==> src/rtl/wb_instr_prefetch.sv <==
// Wishbone classic instruction prefetcher: streams sequential words into a show-ahead FIFO.
// Optional PREFETCH_STATS_EN adds fetch/flush event counters.
module wb_instr_prefetch #(
    parameter logic [31:0] RESET_PC = 32'h0000_0000,
    parameter int          DEPTH    = 4
) (
    input  logic        clk_i,
    input  logic        rst_i,
    output logic [31:0] adr_o,
    output logic        cyc_o,
    output logic        stb_o,
    output logic        we_o,
    output logic [3:0]  sel_o,
    input  logic [31:0] dat_i,
    input  logic        ack_i,
    input  logic        err_i,
    input  logic        rty_i,
    input  logic        redirect_i,
    input  logic [31:0] redirect_pc_i,
    output logic        instr_valid_o,
    output logic [31:0] instr_o,
    output logic [31:0] instr_pc_o,
    output logic        instr_err_o,
    input  logic        instr_ready_i
`ifdef PREFETCH_STATS_EN
    ,
    output logic [31:0] fetch_count_o,
    output logic [31:0] flush_count_o
`endif
);
    localparam int AW = $clog2(DEPTH);

    typedef enum logic [1:0] {IDLE, REQ, DISCARD, HALT} state_t;

    state_t          state_q, state_d;
    logic [31:0]     pc_q, pc_d;
    logic [AW-1:0]   wr_q, rd_q;
    logic [AW:0]     cnt_q;
    logic [31:0]     data_mem [DEPTH];
    logic [31:0]     pc_mem   [DEPTH];
    logic            err_mem  [DEPTH];
    logic            push, push_err, pop, free, slot_after;

    assign free       = cnt_q < (AW+1)'(DEPTH);
    // Room check uses the count before any same-cycle pop.
    assign slot_after = ({1'b0, cnt_q} + (AW+2)'(1)) < (AW+2)'(DEPTH);
    assign pop        = instr_valid_o && instr_ready_i && !redirect_i;

    always_comb begin
        state_d  = state_q;
        pc_d     = pc_q;
        push     = 1'b0;
        push_err = 1'b0;
        unique case (state_q)
            IDLE: if (free) state_d = REQ;
            REQ: begin
                if (ack_i) begin
                    push = 1'b1;
                    pc_d = pc_q + 32'd4;
                    if (!slot_after) state_d = IDLE;
                end else if (err_i) begin
                    push     = 1'b1;
                    push_err = 1'b1;
                    state_d  = HALT;
                end
            end
            DISCARD: state_d = REQ;
            HALT:    state_d = HALT;
        endcase
        // Redirect wins over any termination seen this cycle.
        if (redirect_i) begin
            push     = 1'b0;
            push_err = 1'b0;
            pc_d     = redirect_pc_i & 32'hFFFF_FFFC;
            state_d  = (state_q == REQ) ? DISCARD : REQ;
        end
    end

    always_ff @(posedge clk_i) begin
        if (rst_i) begin
            state_q <= IDLE;
            pc_q    <= RESET_PC;
            wr_q    <= '0;
            rd_q    <= '0;
            cnt_q   <= '0;
        end else begin
            state_q <= state_d;
            pc_q    <= pc_d;
            if (redirect_i) begin
                wr_q  <= '0;
                rd_q  <= '0;
                cnt_q <= '0;
            end else begin
                if (push) wr_q <= wr_q + AW'(1);
                if (pop)  rd_q <= rd_q + AW'(1);
                unique case ({push, pop})
                    2'b10:   cnt_q <= cnt_q + (AW+1)'(1);
                    2'b01:   cnt_q <= cnt_q - (AW+1)'(1);
                    default: cnt_q <= cnt_q;
                endcase
            end
        end
    end

    always_ff @(posedge clk_i) begin
        if (push) begin
            data_mem[wr_q] <= push_err ? 32'h0 : dat_i;
            pc_mem[wr_q]   <= pc_q;
            err_mem[wr_q]  <= push_err;
        end
    end

    assign cyc_o         = (state_q == REQ);
    assign stb_o         = (state_q == REQ);
    assign adr_o         = pc_q;
    assign we_o          = 1'b0;
    assign sel_o         = 4'b1111;
    assign instr_valid_o = (cnt_q != '0);
    assign instr_o       = data_mem[rd_q];
    assign instr_pc_o    = pc_mem[rd_q];
    assign instr_err_o   = err_mem[rd_q];

`ifdef PREFETCH_STATS_EN
    logic [31:0] fetch_cnt_q, flush_cnt_q;

    always_ff @(posedge clk_i) begin
        if (rst_i) begin
            fetch_cnt_q <= '0;
            flush_cnt_q <= '0;
        end else begin
            if (push && !push_err) fetch_cnt_q <= fetch_cnt_q + 32'd1;
            if (redirect_i)        flush_cnt_q <= flush_cnt_q + 32'd1;
        end
    end

    assign fetch_count_o = fetch_cnt_q;
    assign flush_count_o = flush_cnt_q;
`endif
endmodule

==> config.mk <==
export PLATFORM = sky130hd
export DESIGN_NAME = wb_instr_prefetch
export DESIGN_NICKNAME = d
export VERILOG_FILES = /design/src/rtl/wb_instr_prefetch.sv
export SDC_FILE = /design/constraint.sdc
export NUM_CORES = 1
export LEC_CHECK = 0
export CORE_UTILIZATION = 25
export DETAILED_ROUTE_END_ITERATION = 10
export GPL_ROUTABILITY_DRIVEN = 0
export PLACE_DENSITY = 0.41
export SLEW_MARGIN = 20
export SYNTH_ARGS = -nofsm -noshare
export SYNTH_HDL_FRONTEND = slang
export SYNTH_SLANG_ARGS = --single-unit
==> constraint.sdc <==
create_clock -name clk_i -period 4.8 [get_ports clk_i]
set_input_delay 0.48 -clock clk_i [delete_from_list [all_inputs] [get_ports clk_i]]
set_output_delay 0.48 -clock clk_i [all_outputs]
set_load 0.01 [all_outputs]
==> impl_metrics.json <==
{
  "power.internal_w": 0.00453,
  "cts.sinks": 293,
  "yosysTopAreaCell": "edfxtp_1",
  "dieArea_mm2": 0.0477,
  "yosys-top-cells-count": "edfxtp_1, mux4_2, dfxtp_1, nor2_1, and2_1",
  "synth.yosys.seq_area_share_pct": 71.7,
  "p_comb_share_pct": 5.6,
  "clk_latency_ns": 0.55,
  "via_count": 6521,
  "worst_setup_path_start_kind": "register",
  "htree_levels": 2,
  "detail-route-antenna-nets": 0,
  "worst_clock_skew_ns": 0.0254,
  "setup_viol": 0,
  "critPathMaxStageDelay_ns": 0.75,
  "grt-ovfl-total": 0,
  "rsz0062_at_grt": "no",
  "syn-instance-count": 668,
  "grt_antenna_before_repair": 0,
  "final_util_pct": 33.1,
  "required_ns": 4.32,
  "setup_tns_ns": 0,
  "fin_crit_ns": 3.36,
  "drt_iter0_markers": 455,
  "p_sw_w": 0.00125,
  "cts.clk_slew.worst_paths_ns": 0.06,
  "post_cts_buffers": 0,
  "synth.distinct_cells": 49,
  "synth_edf_count": 252,
  "vdd_drop_max_uv": 217,
  "netlist.area_leader.share_pct": 64.7,
  "worstMarginPinSlew_ns": 0.960,
  "clock_power_share_pct": 44.5,
  "wirelength_mm": 29.6,
  "crit_chain": "buf_12, mux4_2, clkdlybuf4s50_1",
  "avgSynthCellArea_um2": 17.5,
  "worstSetupEndpointType": "output pin",
  "cts_buffer_depth": 3,
  "nets": 919,
  "min_path_type": "in2reg",
  "yosysWarnings": 0,
  "die_h_um": 218,
  "ys_top_cells_by_area": "edfxtp_1, mux4_2, dfxtp_1, and2_1, nor2_1",
  "power.density_mw_per_mm2": 381,
  "areaGrowthSynthToFinish_pct": 29.5,
  "p_total_w": 0.00577,
  "grt_pass1_vias": 6648,
  "dp_hpwl_mm": 17.8,
  "clockRootBuffer": "clkbuf_16",
  "synthArstFlopShare_pct": 0,
  "grt_usage_pct": 12.6,
  "maxCapViolCount": 0,
  "dieWidth_um": 218,
  "outcome": "finished, final reports clean",
  "start_util_pct": 25.6,
  "yosysMostFrequentCell": "edfxtp_1",
  "core_mm2": 0.0458,
  "drcViolationCount": 0,
  "path_max_fanout": 40,
  "syn_area_mm2": 0.0117,
  "timing.slew.headroom_pct": 36.0,
  "ys_ff_latch": 293,
  "postCtsHoldBufs": 0,
  "p_seq_share_pct": 49.9,
  "ioPinCount": 176,
  "viasPerCell": 4.45,
  "diodes": 0,
  "maxSlewViolCount": 0,
  "p_leak_nw": 4.74,
  "fmax_ghz": 0.297,
  "cp.arrival_ns": 2.88,
  "cts_tree": "done",
  "cts_resized": 0,
  "crit_type": "reg2out",
  "io_buffers": 163,
  "critical_path.slowest_cell": "dfxtp_4",
  "hold_viol_final": 0,
  "synthFlopType": "edfxtp_1",
  "finalCritPeriodShare_pct": 70.1,
  "drive_gt1_share_pct": 15.2,
  "numCtsBuffers": 36,
  "grt_pass1_wl_mm": 43.9,
  "firstDrtPassIters": 4,
  "num_rows": 78,
  "p_sw_share_pct": 21.6,
  "grt_max_degree": 49,
  "routedWlPerCell_um": 20.2
}
-- cell usage in the layout (no fill, tap or decap), types with 15 or more instances in the layout --
| master | instances |
|---|---|
| and2_1 | 32 |
| edfxtp_1 | 252 |
| a311oi_1 | 15 |
| mux4_2 | 63 |
| inv_1 | 17 |
| nor2_1 | 37 |
| clkdlybuf4s50_1 | 163 |
| dfxtp_1 | 39 |
| clkbuf_16 | 37 |
| nand2_1 | 18 |
-- worst max-delay path, delay by kind of cell, from the launching register on --
kind                   cells  cell delay, ns
flip-flops                 1            0.75
multiplexers               1            0.55
buffers and inverters      2            1.01
-- cell type report --
type | count | area [µm²]
clock buffer | 45 | 966
clock inverter | 18 | 135
fill | 4492 | 30600
inverter | 17 | 63.8
multi-input combinational | 319 | 3070
sequential | 293 | 8400
tap | 600 | 751
timing repair buffer | 174 | 1780
-- power groups by stage --
stage | Clock [W] | Sequential, W | Combinational [W]
6_report | 0.00257 | 0.00288 | 0.000323
5_1_grt | 0.00276 | 0.00289 | 0.000352
4_1_cts | 0.00266 | 0.00288 | 0.000332
3_5_place_dp | 0 | 0.00294 | 0.000330
3_3_place_gp | 0 | 0.00294 | 0.000329
2_1_floorplan | 0 | 0.00292 | 0.000141
-- sequential cells by signal (all words and copies together) (netlist names), named ones only --
| name | count |
|---|---|
| pc_mem | 120 |
| data_mem | 128 |
| cnt_q | 3 |
| rd_q | 2 |
| adr_o | 30 |
| wr_q | 2 |
| err_mem | 4 |
| state_q | 2 |
-- layer usage --
metal,up-vias,track usage (%),wire [µm]
li1,3001,-,-
met1,3319,17.5,13800
met2,166,19.3,13700
met3,35,3.27,1540
met4,0,3.66,537
met5,-,0,0
-- metrics by stage --
step / hold WS, ns / cells / instance area (µm²) / worst slack (ns)
6_report: 0.503 / 1466 / 15200 / 1.44
5_1_grt: 0.501 / 1466 / 15200 / 1.26
4_1_cts: 0.473 / 1466 / 15200 / 1.31
3_5_place_dp: 0.506 / 1403 / 14100 / 1.71
3_3_place_gp: 0.499 / 1403 / 14100 / 1.71
2_1_floorplan: 0.487 / 675 / 11700 / 1.85
-- cells by family (layout without fill, tap and decap cells) --
logic type                 after synthesis  in the layout  synth area share [%]
and+or+nand+nor                        165            165                  7.92
muxes                                   63             63                  12.1
buffers and inverters                   63            254                  2.46
AOI/OAI and AO/OA                       60             60                  3.82
xor gates and xnor gates                15             15                  1.12
other                                    2              9                0.0642
DFF                                    293            293                  71.7
adders and majority gates                7              7                 0.813
-- final timing paths --
path                                        end              from  cells past startpoint  slack, ns
worst min register to register         register           rd_q[1]                      2       0.52
worst max register to register  data_mem[1][18]        state_q[0]                      4       2.18
worst min-delay path                   adr_o[2]  redirect_pc_i[2]                      3       0.50
worst max-delay path             instr_pc_o[18]          register                      3       1.44
Power figures use the tool's default switching activity.
